===== src/rtl/uart_tx_arbiter_pkg.sv =====
// Shared FSM state type and frame constants for the UART TX arbiter.
// UART_TX_ARBITER_PARITY_EN selects 11-bit frames with an even-parity bit.
package uart_tx_arbiter_pkg;

   typedef enum logic [1:0] {
      ST_IDLE,
      ST_LOCKED,
      ST_SEND
   } arb_state_e;

   localparam logic [7:0] LF = 8'h0A;

`ifdef UART_TX_ARBITER_PARITY_EN
   localparam int unsigned FRAME_BITS = 11;
`else
   localparam int unsigned FRAME_BITS = 10;
`endif

   // Bits that follow the start bit, bit 0 transmitted first.
   function automatic logic [FRAME_BITS-2:0] frame_payload(input logic [7:0] data);
`ifdef UART_TX_ARBITER_PARITY_EN
      return {1'b1, ^data, data};
`else
      return {1'b1, data};
`endif
   endfunction

endpackage


===== src/rtl/uart_tx_ser.sv =====
// UART bit serializer: start bit, 8 data bits LSB first, optional parity, stop bit.
// Frame length follows UART_TX_ARBITER_PARITY_EN through the package.
module uart_tx_ser
   import uart_tx_arbiter_pkg::*;
#(
   parameter int unsigned CLKS_PER_BIT = 868
) (
   input  logic       clk,
   input  logic       rst_n,
   input  logic       start,
   input  logic [7:0] data,
   output logic       busy,
   output logic       done,
   output logic       tx
);

   localparam int unsigned BAUD_W = $clog2(CLKS_PER_BIT);
   localparam int unsigned BIT_W  = $clog2(FRAME_BITS);
   localparam logic [BAUD_W-1:0] BAUD_LAST = BAUD_W'(CLKS_PER_BIT - 1);
   localparam logic [BAUD_W-1:0] BAUD_PRE  = BAUD_W'(CLKS_PER_BIT - 2);
   localparam logic [BIT_W-1:0]  BIT_LAST  = BIT_W'(FRAME_BITS - 1);

   logic [BAUD_W-1:0]     baud_cnt;
   logic [BIT_W-1:0]      bit_cnt;
   logic [FRAME_BITS-2:0] shreg;

   always_ff @(posedge clk or negedge rst_n) begin
      if (!rst_n) begin
         baud_cnt <= '0;
         bit_cnt  <= '0;
         shreg    <= '0;
         busy     <= 1'b0;
         tx       <= 1'b1;
      end else if (start) begin
         shreg    <= frame_payload(data);
         baud_cnt <= '0;
         bit_cnt  <= '0;
         busy     <= 1'b1;
         tx       <= 1'b0;
      end else if (busy) begin
         if (baud_cnt == BAUD_LAST) begin
            baud_cnt <= '0;
            if (bit_cnt == BIT_LAST) begin
               busy <= 1'b0;
               tx   <= 1'b1;
            end else begin
               bit_cnt <= bit_cnt + 1'b1;
               tx      <= shreg[0];
               shreg   <= {1'b0, shreg[FRAME_BITS-2:1]};
            end
         end else begin
            baud_cnt <= baud_cnt + 1'b1;
         end
      end
   end

   // Raised one cycle before the stop bit ends so a new start can follow with no gap.
   always_comb begin
      done = busy && (bit_cnt == BIT_LAST) && (baud_cnt == BAUD_PRE);
   end

endmodule


===== src/rtl/uart_tx_arbiter.sv =====
// Round-robin arbiter sharing one UART TX line; a grant locks the line until LF or timeout.
// UART_TX_ARBITER_PARITY_EN (see package) adds an even-parity bit to each frame.
module uart_tx_arbiter
   import uart_tx_arbiter_pkg::*;
#(
   parameter int unsigned NUM_REQ      = 4,
   parameter int unsigned CLKS_PER_BIT = 868,
   parameter int unsigned LOCK_TIMEOUT = 65536
) (
   input  logic                       clk_i,
   input  logic                       rst_ni,
   input  logic [NUM_REQ-1:0]         req_valid_i,
   input  logic [NUM_REQ-1:0][7:0]    req_data_i,
   output logic [NUM_REQ-1:0]         req_ready_o,
   output logic                       tx_o,
   output logic [$clog2(NUM_REQ)-1:0] owner_o,
   output logic                       locked_o
);

   localparam int unsigned IDX_W = $clog2(NUM_REQ);
   localparam int unsigned CNT_W = $clog2(LOCK_TIMEOUT);
   localparam logic [CNT_W-1:0] CNT_LAST = CNT_W'(LOCK_TIMEOUT - 1);
   localparam logic [IDX_W-1:0] IDX_LAST = IDX_W'(NUM_REQ - 1);

   arb_state_e       state, state_next;
   logic [IDX_W-1:0] owner, rr_ptr, grant_idx, sel, cand_idx;
   logic [CNT_W-1:0] idle_cnt;
   logic             lf_sent, grant_found, accept;
   logic [7:0]       sel_data;
   logic             ser_busy, ser_done;
   int unsigned      cand;

   // rr_ptr holds the highest-priority index, i.e. one past the last owner.
   always_comb begin
      grant_found = 1'b0;
      grant_idx   = '0;
      cand        = 0;
      cand_idx    = '0;
      for (int unsigned i = 0; i < NUM_REQ; i++) begin
         cand = i + 32'(rr_ptr);
         if (cand >= NUM_REQ) cand = cand - NUM_REQ;
         cand_idx = IDX_W'(cand);
         if (!grant_found && req_valid_i[cand_idx]) begin
            grant_found = 1'b1;
            grant_idx   = cand_idx;
         end
      end
   end

   always_comb begin
      state_next  = state;
      req_ready_o = '0;
      accept      = 1'b0;
      sel         = owner;
      case (state)
         ST_IDLE: begin
            if (grant_found) begin
               req_ready_o[grant_idx] = 1'b1;
               accept                 = 1'b1;
               sel                    = grant_idx;
               state_next             = ST_SEND;
            end
         end
         ST_LOCKED: begin
            req_ready_o[owner] = 1'b1;
            if (req_valid_i[owner]) begin
               accept     = 1'b1;
               state_next = ST_SEND;
            end else if (!ser_busy && idle_cnt == CNT_LAST) begin
               state_next = ST_IDLE;
            end
         end
         ST_SEND: begin
            if (ser_done) state_next = lf_sent ? ST_IDLE : ST_LOCKED;
         end
         default: state_next = ST_IDLE;
      endcase
      sel_data = req_data_i[sel];
   end

   // The idle count starts once the stop bit has fully left the line.
   always_ff @(posedge clk_i or negedge rst_ni) begin
      if (!rst_ni) begin
         state    <= ST_IDLE;
         owner    <= '0;
         rr_ptr   <= '0;
         idle_cnt <= '0;
         lf_sent  <= 1'b0;
      end else begin
         state <= state_next;
         if (accept) begin
            owner    <= sel;
            rr_ptr   <= (sel == IDX_LAST) ? '0 : sel + 1'b1;
            lf_sent  <= (sel_data == LF);
            idle_cnt <= '0;
         end else if (state == ST_LOCKED && state_next == ST_LOCKED && !ser_busy) begin
            idle_cnt <= idle_cnt + 1'b1;
         end else if (state_next != ST_LOCKED) begin
            idle_cnt <= '0;
         end
      end
   end

   uart_tx_ser #(
      .CLKS_PER_BIT(CLKS_PER_BIT)
   ) u_ser (
      .clk  (clk_i),
      .rst_n(rst_ni),
      .start(accept),
      .data (sel_data),
      .busy (ser_busy),
      .done (ser_done),
      .tx   (tx_o)
   );

   always_comb begin
      owner_o  = owner;
      locked_o = (state != ST_IDLE);
   end

endmodule


===== config.mk =====
export PLATFORM = sky130hd
export DESIGN_NAME = uart_tx_arbiter
export DESIGN_NICKNAME = d
export VERILOG_FILES = /design/src/rtl/uart_tx_arbiter_pkg.sv /design/src/rtl/uart_tx_ser.sv /design/src/rtl/uart_tx_arbiter.sv
export SDC_FILE = /design/constraint.sdc
export NUM_CORES = 1
export LEC_CHECK = 0
export BUFFER_PORTS_ARGS = -buffer_cell sky130_fd_sc_hd__buf_4
export CAP_MARGIN = 20
export CORE_MARGIN = 4
export CORE_UTILIZATION = 41
export CTS_BUF_LIST = sky130_fd_sc_hd__clkbuf_8 sky130_fd_sc_hd__clkbuf_16
export DETAILED_ROUTE_END_ITERATION = 8
export HOLD_SLACK_MARGIN = 0.1
export SETUP_SLACK_MARGIN = 0.5
export SYNTH_ARGS = -nofsm -noshare
export SYNTH_HDL_FRONTEND = slang
export SYNTH_SLANG_ARGS = --single-unit

===== constraint.sdc =====
create_clock -name clk_i -period 2.25 [get_ports clk_i]
set_clock_uncertainty 0.15 [all_clocks]
set_input_delay 0.1125 -clock clk_i [delete_from_list [all_inputs] [get_ports clk_i]]
set_output_delay 0.1125 -clock clk_i [all_outputs]
set_load 0.005 [all_outputs]

==> impl_table.tex, run 1 <==
\begin{tabular}{lr}
\hline
Metric & Value \\
\hline
\multicolumn{2}{l}{\textbf{Run status}} \\
\quad Status & finished, final reports clean \\
\multicolumn{2}{l}{\textbf{Pwr}} \\
\quad Share of total power in the clock network & 18.0\% \\
\quad Peak supply drop & 0.469 mV \\
\quad Part of the total power dissipated in combinational logic & $\sim$47\% \\
\quad Switching power & 1.24 mW \\
\quad Reported leakage power & 1.74 nW \\
\quad Cell-internal power & 2.34 mW \\
\quad Sequential Power Share & 35.5\% \\
\quad Switching share of power & approximately a third \\
\quad Total power density per cell area & 853 nW/µm² \\
\multicolumn{2}{l}{\textbf{GRT}} \\
\quad First-pass GRT wire length & 11.6 mm \\
\quad Global-route total usage across every layer & 16.7\% \\
\quad Maximum number of pins on one net before global-route repair & 49 \\
\quad Number of antenna violations at the first check in global routing & 0 \\
\quad Total congestion overflow after global routing & 0 \\
\quad Number of global-route vias before repair & between 2000 and 2500 \\
\multicolumn{2}{l}{\textbf{Final layout}} \\
\quad Cell area after layout & 4190 µm² \\
\quad Share of layout cells above drive strength 1 & 48.5\% \\
\quad Post-layout utilization of the core & 61.7\% \\
\quad Antenna Cells & 0 \\
\quad Area growth from synthesis to final layout & 45.7\% \\
\quad Net total in the final layout & 438 \\
\quad Layout fillers & 562 \\
\multicolumn{2}{l}{\textbf{Job}} \\
\quad Number of max-cap violations & 0 \\
\multicolumn{2}{l}{\textbf{Placed design}} \\
\quad Place WS & 0.0725 ns \\
\quad Routability congestion estimate from global placement & between 0.7 and 0.8 \\
\quad Total placed instance area & $\sim$3500 µm² \\
\quad HPWL after DPL & approximately 4.7 mm \\
\quad Number of buffers added on ports & 45 \\
\multicolumn{2}{l}{\textbf{Clock network}} \\
\quad Clock input transition at the sequential cells of the worst setup and hold paths & 0.10 ns \\
\quad CTS tree & done \\
\quad Cts bufs inserted & 5 \\
\quad CTS root buf & clkbuf\_8 \\
\quad TritonCTS Sinks & 48 \\
\quad Maximum buffer depth of the clock tree & 2 \\
\quad Maximum level of the CTS H-tree & 2 \\
\quad Clock latency at the later pin of the worst-skew pair & 0.31 ns \\
\multicolumn{2}{l}{\textbf{Floorplan}} \\
\quad Area enclosed by the die boundary & approximately 8400 µm² \\
\quad Std-Cell Rows & 30 \\
\quad Die span in y & 91.8 µm \\
\quad Core Area & 6790 µm² \\
\quad Starting utilization of the core area & 42.3\% \\
\quad Boundary pin count & 46 \\
\quad Die boundary width & between 90 and 100 µm \\
\multicolumn{2}{l}{\textbf{Critical path}} \\
\quad Setup slack on the worst flop-to-flop path & between 0.2 and 0.3 ns \\
\quad Data required time at the worst endpoint & 2.32 ns \\
\quad Largest fanout on the critical path & 9 \\
\quad Worst Path Class, Setup & reg -> reg \\
\quad Critical path startpoint & owner\_o[0] \\
\quad Standard cell with the maximum stage delay on the critical path & mux4\_2 \\
\quad Cell-by-cell trace of the critical path & mux4\_2, a22oi\_2, buf\_6, nand3\_4, nor2b\_1, o21ai\_1, o31ai\_2 \\
\quad Critical path's largest stage delay & 0.56 ns \\
\quad Arrival @ worst endpoint & 2.05 ns \\
\quad Termination of the worst setup path & u\_ser.baud\_cnt[4] \\
\quad Number of cells on the worst reg-to-reg path & 7 \\
\quad Worst Setup End Kind & flip-flop \\
\quad Source of the worst register-to-register timing path & owner\_o[0] \\
\quad End of the worst register-to-register path & u\_ser.baud\_cnt[4] \\
\quad Critical path startpoint category & flip-flop \\
\multicolumn{2}{l}{\textbf{Detailed routing}} \\
\quad First-pass iteration count of the detailed router & 4 \\
\quad Remaining antenna violation count after routing & 0 \\
\quad Total routed wirelength & 7.33 mm \\
\quad DRC violations left & 0 \\
\quad WL/cell & 14.9 µm \\
\quad Count of routing violations after the opening detailed-route iteration & 70 \\
\quad Number of vias after detailed routing & roughly 2600 \\
\quad Vias per Instance & 5.20 \\
\multicolumn{2}{l}{\textbf{Synth}} \\
\quad Post-Synthesis Net Count & 344 \\
\quad Average footprint of a synthesized cell & 9.56 µm² \\
\quad Sequential element share of the synthesized area & between 40\% and 50\% \\
\quad Library cell with the largest summed area after synthesis & dfrtp\_1 \\
\quad Leading cell types by total area after synthesis & dfrtp\_1, mux2i\_1, nor2\_1 \\
\quad Yosys reg bits & 48 \\
\quad Cell Area, Synth & 2880 µm² \\
\quad Number of cells produced by synthesis & 301 \\
\quad Commonest register cell after synthesis & dfrtp\_1 \\
\quad Area share of the largest cell type after synthesis & 40.9\% \\
\quad Post-synthesis async set-or-reset flop share & 100\% \\
\quad EDFF count, synth & 0 \\
\quad Post-synthesis cell type count & 44 \\
\quad Commonest cells post-synth & dfrtp\_1, nor2\_1, nand2\_1 \\
\quad Most frequent cell after synthesis & dfrtp\_1 \\
\quad Synth Warn \# & 0 \\
\multicolumn{2}{l}{\textbf{Min path}} \\
\quad Path category of the worst min-delay check & in -> reg \\
\multicolumn{2}{l}{\textbf{STA}} \\
\quad Worst slew pin tran & 0.617 ns \\
\quad Fin. max-slew vios & 0 \\
\quad Final-layout setup total negative slack & 0 ns \\
\quad Rel. slew slack & between 50\% and 60\% \\
\quad Maximum clock frequency & $\sim$510 MHz \\
\quad Final setup vio count & 0 \\
\quad Share of the cycle needed by the critical path after routing & between 80 and 90\% \\
\quad Final hold violation count & 0 \\
\quad Unrepaired setup endpoints after global routing & yes \\
\quad Final critical path time including I/O delays and setup & 1.98 ns \\
\quad Fin worst setup slack & 0.272 ns \\
\hline
\end{tabular}
## layout make-up
cell class	count	area, µm²	share of cell area, %
clock buffer	5	68.8	1.64
clock inverter	3	46.3	1.10
inverter	8	30.0	0.716
multi-input combinational	233	1920	45.8
sequential	48	1210	28.9
tap	96	120	2.87
timing repair buffer	99	796	19.0
## registers in the layout, indices dropped and copies added (netlist names)
name and cells:
state 2, u_ser.tx 1, u_ser.bit_cnt 4, idle_cnt 16, rr_ptr 2, owner_o 2, u_ser.baud_cnt 10, u_ser.shreg 9
u_ser.busy 1, lf_sent 1
## stage by stage
step / total power [mW] / instances / hold WS (ns)
finish: 3.57 / 492 / 0.116
global placement: 2.40 / 449 / 0.0268
CTS: 3.38 / 481 / 0.110
detailed placement: 2.42 / 449 / 0.0248
global route: 3.80 / 492 / 0.131
floorplan: 2.13 / 301 / -0.333
## worst max-delay path: cells and delay by family, from the launching register on
family / cells / cell delay (ns)
AOI/OAI and AO/OA: 3 / 0.31
buffers and inverters: 1 / 0.16
DFF: 1 / 0.38
muxes: 1 / 0.56
and+or+nand+nor: 2 / 0.35
## power by group through the flow
stage          combinational [mW]  clock, mW  sequential (mW)
6_report                     1.66      0.644             1.27
5_1_grt                      1.81      0.702             1.29
4_1_cts                      1.46      0.665             1.25
3_5_place_dp                 1.17          0             1.25
3_3_place_gp                 1.15          0             1.25
2_1_floorplan               0.913          0             1.22
## routing by layer
| layer | GRT usage, % | up-vias | routed length, µm |
|---|---|---|---|
| li1 | - | 1279 | - |
| met1 | 22.2 | 1231 | 3330 |
| met2 | 27.9 | 39 | 3650 |
| met3 | 3.36 | 9 | 254 |
| met4 | 4.33 | 0 | 98 |
| met5 | 0 | - | 0 |
## logic make-up (layout without fill, tap and decap cells)
kind of cell | count (synthesis) | in the layout | synth area share (%)
and+or+nand+nor | 122 | 122 | 22.0
AOI/OAI and AO/OA | 57 | 57 | 12.8
DFF | 48 | 48 | 41.8
muxes | 27 | 27 | 10.6
xor gates and xnor gates | 22 | 22 | 6.70
buffers and inverters | 20 | 115 | 3.91
adders and majority gates | 5 | 5 | 2.17
## placed cells by master, fill, tap and decap left out, drive strengths merged, types with 3 or more instances in the layout
cell / netlist / final
o21ai: 23 / 23
nand4: 8 / 8
a21oi: 10 / 10
a22oi: 8 / 8
clkbuf: 5 / 5
ha: 5 / 5
o31ai: 5 / 5
nor2: 36 / 36
nand3b: 5 / 5
nand2: 26 / 26
mux2: 8 / 8
xnor2: 13 / 13
inv: 8 / 9
nor3: 11 / 11
mux2i: 17 / 17
nand2b: 4 / 4
buf: 7 / 98
o22ai: 3 / 3
nand3: 13 / 13
dfrtp: 47 / 47
xor2: 9 / 9
nor2b: 3 / 3
nor4bb: 6 / 6
## worst min-delay path by stage
stage	startpoint	to	slack [ns]	cells past startpoint
2_1_floorplan	rst_ni	idle_cnt[0]	-0.33	0
3_3_place_gp	rst_ni	rr_ptr[1]	0.03	1
3_5_place_dp	rst_ni	rr_ptr[1]	0.02	1
4_1_cts	req_data_i[16]	u_ser.shreg[0]	0.11	4
5_1_grt	req_data_i[19]	u_ser.shreg[3]	0.13	4
6_report	req_data_i[16]	u_ser.shreg[0]	0.12	4
## timing repair
item,in CTS,in global routing
cloned,3,0
pin swaps,38,14
resized for setup,58,37
hold buffers,1,0
setup endpoints to repair,49,50
buffers inserted,20,11
endpoints found under the hold margin,48,0
No activity file was read; power rests on OpenSTA's default activity.
==> inputs of run 2 (changes only) <==
SYNTH_HIERARCHICAL = 1   (was default)
==> impl_table.tex, run 2 <==
\begin{tabular}{lr}
\hline
Metric & Value \\
\hline
\multicolumn{2}{l}{\textbf{Synth}} \\
\quad Synth Warn \# & 6 (was 0) \\
\quad Most frequent cell after synthesis & dfrtp\_1 (unchanged) \\
\quad Leading cell types by total area after synthesis & dfrtp\_1, mux2i\_1, nor2\_1 (unchanged) \\
\quad Post-synthesis async set-or-reset flop share & 100\% (unchanged) \\
\quad Average footprint of a synthesized cell & 9.44 µm² (was 9.56 µm²) \\
\quad Commonest cells post-synth & dfrtp\_1, nor2\_1, mux2i\_1 (was dfrtp\_1, nor2\_1, nand2\_1) \\
\quad EDFF count, synth & 0 (unchanged) \\
\quad Post-Synthesis Net Count & 361 (was 344) \\
\quad Area share of the largest cell type after synthesis & 39.2\% (was 40.9\%) \\
\quad Cell Area, Synth & 3000 µm² (was 2880 µm²) \\
\quad Library cell with the largest summed area after synthesis & dfrtp\_1 (unchanged) \\
\quad Commonest register cell after synthesis & dfrtp\_1 (unchanged) \\
\quad Sequential element share of the synthesized area & 40.1\% (was 41.8\%) \\
\quad Post-synthesis cell type count & 53 (was 44) \\
\quad Number of cells produced by synthesis & 318 (was 301) \\
\quad Yosys reg bits & 48 (unchanged) \\
\multicolumn{2}{l}{\textbf{Clock network}} \\
\quad Maximum level of the CTS H-tree & 2 (unchanged) \\
\quad TritonCTS Sinks & 48 (unchanged) \\
\quad Maximum buffer depth of the clock tree & 2 (unchanged) \\
\quad Cts bufs inserted & 5 (unchanged) \\
\quad Clock input transition at the sequential cells of the worst setup and hold paths & 0.09 ns (was 0.10 ns) \\
\quad Clock latency at the later pin of the worst-skew pair & 0.30 ns (was 0.31 ns) \\
\quad CTS tree & done (unchanged) \\
\quad CTS root buf & clkbuf\_8 (unchanged) \\
\multicolumn{2}{l}{\textbf{STA}} \\
\quad Maximum clock frequency & 445 MHz (was 506 MHz) \\
\quad Unrepaired setup endpoints after global routing & yes (unchanged) \\
\quad Fin. max-slew vios & 0 (unchanged) \\
\quad Worst slew pin tran & 0.628 ns (was 0.617 ns) \\
\quad Share of the cycle needed by the critical path after routing & 99.9\% (was 87.9\%) \\
\quad Rel. slew slack & 58.2\% (was 58.9\%) \\
\quad Final hold violation count & 0 (unchanged) \\
\quad Final setup vio count & 0 (unchanged) \\
\quad Final critical path time including I/O delays and setup & 2.25 ns (was 1.98 ns) \\
\quad Final-layout setup total negative slack & 0 ns (unchanged) \\
\quad Smallest hold slack & 0.0994 ns (was 0.116 ns) \\
\multicolumn{2}{l}{\textbf{Final layout}} \\
\quad Top register by number of flip-flops & idle\_cnt (unchanged) \\
\quad Antenna Cells & 0 (unchanged) \\
\quad Commonest non-fill, non-tap cell in the layout & buf\_4 (unchanged) \\
\quad Area growth from synthesis to final layout & 49.6\% (was 45.7\%) \\
\quad Non-Filler Instances & 517 (was 492) \\
\quad Post-layout utilization of the core & 64.7\% (was 61.7\%) \\
\quad Largest registers in the final layout & idle\_cnt x16, u\_ser/baud\_cnt x10, u\_ser/shreg x9 (was idle\_cnt x16, u\_ser.baud\_cnt x10, u\_ser.shreg x9) \\
\quad Top library cells by usage in the layout, fill and taps aside & buf\_4, dfrtp\_1, mux2i\_1 (was buf\_4, dfrtp\_1, nor2\_1) \\
\quad Net total in the final layout & 463 (was 438) \\
\quad Share of layout cells above drive strength 1 & 42.5\% (was 48.5\%) \\
\quad Flip-flop count of the largest register, all copies and words added & 16 (unchanged) \\
\quad Layout fillers & 571 (was 562) \\
\multicolumn{2}{l}{\textbf{Floorplan}} \\
\quad Core Area & 6940 µm² (was 6790 µm²) \\
\quad Die boundary width & 93.6 µm (was 91.8 µm) \\
\quad Die span in y & 93.6 µm (was 91.8 µm) \\
\quad Area enclosed by the die boundary & 8750 µm² (was 8420 µm²) \\
\quad Starting utilization of the core area & 43.2\% (was 42.3\%) \\
\quad Std-Cell Rows & 30 (unchanged) \\
\quad Boundary pin count & 46 (unchanged) \\
\multicolumn{2}{l}{\textbf{Critical path}} \\
\quad Data required time at the worst endpoint & 2.29 ns (was 2.32 ns) \\
\quad Arrival @ worst endpoint & 2.29 ns (was 2.05 ns) \\
\quad Source of the worst register-to-register timing path & state[0] (was owner\_o[0]) \\
\quad Termination of the worst setup path & u\_ser/shreg[4] (was u\_ser.baud\_cnt[4]) \\
\quad Worst Setup End Kind & flip-flop (unchanged) \\
\quad Critical path startpoint & state[0] (was owner\_o[0]) \\
\quad Number of cells on the worst reg-to-reg path & 9 (was 7) \\
\quad Largest fanout on the critical path & 6 (was 9) \\
\quad Critical path startpoint category & flip-flop (unchanged) \\
\quad Worst Path Class, Setup & reg -> reg (unchanged) \\
\quad Setup slack on the worst flop-to-flop path & 0.003 ns (was 0.27 ns) \\
\quad End of the worst register-to-register path & u\_ser/shreg[4] (was u\_ser.baud\_cnt[4]) \\
\multicolumn{2}{l}{\textbf{Pwr}} \\
\quad Peak supply drop & 0.550 mV (was 0.469 mV) \\
\quad Total power density per cell area & 514 nW/µm² (was 853 nW/µm²) \\
\quad Overall power after layout & 2.31 mW (was 3.57 mW) \\
\quad Reported leakage power & 1.86 nW (was 1.74 nW) \\
\multicolumn{2}{l}{\textbf{Min path}} \\
\quad Path category of the worst min-delay check & in -> reg (unchanged) \\
\multicolumn{2}{l}{\textbf{Detailed routing}} \\
\quad DRC violations left & 0 (unchanged) \\
\quad Remaining antenna violation count after routing & 0 (unchanged) \\
\quad WL/cell & 16.2 µm (was 14.9 µm) \\
\quad Vias per Instance & 5.29 (was 5.20) \\
\quad First-pass iteration count of the detailed router & 4 (unchanged) \\
\quad Total routed wirelength & 8.37 mm (was 7.33 mm) \\
\quad Number of vias after detailed routing & 2737 (was 2558) \\
\quad Count of routing violations after the opening detailed-route iteration & 78 (was 70) \\
\multicolumn{2}{l}{\textbf{GRT}} \\
\quad Maximum number of pins on one net before global-route repair & 49 (unchanged) \\
\quad Global-route total usage across every layer & 18.5\% (was 16.7\%) \\
\quad First-pass GRT wire length & 13.1 mm (was 11.6 mm) \\
\quad Number of antenna violations at the first check in global routing & 0 (unchanged) \\
\quad Number of global-route vias before repair & 2765 (was 2495) \\
\quad Total congestion overflow after global routing & 0 (unchanged) \\
\multicolumn{2}{l}{\textbf{Placed design}} \\
\quad Number of buffers added on ports & 45 (unchanged) \\
\quad Routability congestion estimate from global placement & 0.832 (was 0.790) \\
\quad HPWL after DPL & 5.10 mm (was 4.67 mm) \\
\quad Number of placed instances, taps included & 466 (was 449) \\
\multicolumn{2}{l}{\textbf{Run status}} \\
\quad Status & finished, final reports clean (unchanged) \\
\multicolumn{2}{l}{\textbf{Job}} \\
\quad Number of max-cap violations & 0 (unchanged) \\
\hline
\end{tabular}
run 2: worst min path at each step:
stage                               from             end  slack (ns)  depth (start not counted)
after floorplan                   rst_ni     idle_cnt[0]       -0.33                          0
after global placement            rst_ni       rr_ptr[1]        0.02                          1
after detailed placement          rst_ni       rr_ptr[1]        0.02                          1
after CTS                 req_data_i[19]  u_ser/shreg[3]        0.10                          5
after global routing      req_data_i[24]  u_ser/shreg[0]        0.13                          5
final                     req_data_i[25]  u_ser/shreg[1]         0.1                          5
run 2: what timing repair did:
item / in CTS / in global routing
buffers inserted: 12 / 12
endpoints found under the hold margin: 53 / 0
cloned: 3 / 3
hold buffers: 13 / 0
setup endpoints to repair: 47 / 52
pin swaps: 32 / 26
resized for setup: 49 / 65
run 2: layer usage:
layer	global-route usage [%]	up-vias	wire (µm)
li1	-	1336	-
met1	24.7	1337	3860
met2	31.0	54	4180
met3	2.98	10	234
met4	4.93	0	91
met5	0	-	0
run 2: final cells by class:
cell class / instances / area (µm²) / area share, %
Clock buffer: 5 / 68.8 / 1.53
Clock inverter: 3 / 42.5 / 0.947
Inverter: 13 / 63.8 / 1.42
Multi-Input combinational cell: 243 / 2030 / 45.2
Sequential cell: 48 / 1200 / 26.8
Tap cell: 96 / 120 / 2.67
Timing Repair Buffer: 108 / 957 / 21.3
Timing Repair inverter: 1 / 5.00 / 0.111
run 2: cells by family (layout without fill, tap and decap cells):
| group | count (synthesis) | after routing | share of synthesized area, % |
|---|---|---|---|
| DFF | 48 | 48 | 40.1 |
| AOI/OAI and AO/OA | 45 | 45 | 9.34 |
| buffers and inverters | 28 | 130 | 5.17 |
| adders and majority gates | 5 | 5 | 2.08 |
| xor gates and xnor gates | 24 | 24 | 7.00 |
| muxes | 36 | 36 | 12.6 |
| and+or+nand+nor | 132 | 133 | 23.8 |
run 2: where the power goes:
group	total, mW	internal [mW]	switching, mW	leakage [nW]
Clock	0.635	0.329	0.306	0.0541
Sequential	1.04	0.950	0.0892	0.608
Combinational	0.635	0.321	0.314	1.20
Total	2.31	1.60	0.709	1.86
run 2: metrics by stage:
stage,worst slack [ns],instance area [µm²]
after global placement,-0.0134,3540
after floorplan,-0.221,3070
after detailed placement,-0.0313,3540
after CTS,0.0326,4070
final,0.00306,4490
after global routing,-0.132,4490
run 2: critical path, cell delays in order, from the launching register on:
cell      delay (ns)
dfrtp_1         0.39
or2_4           0.25
or2_4           0.23
buf_6           0.12
o31a_1          0.38
clkinv_2        0.17
mux2i_1         0.24
mux2i_1         0.11
nand2_1         0.07
o21ai_1         0.05
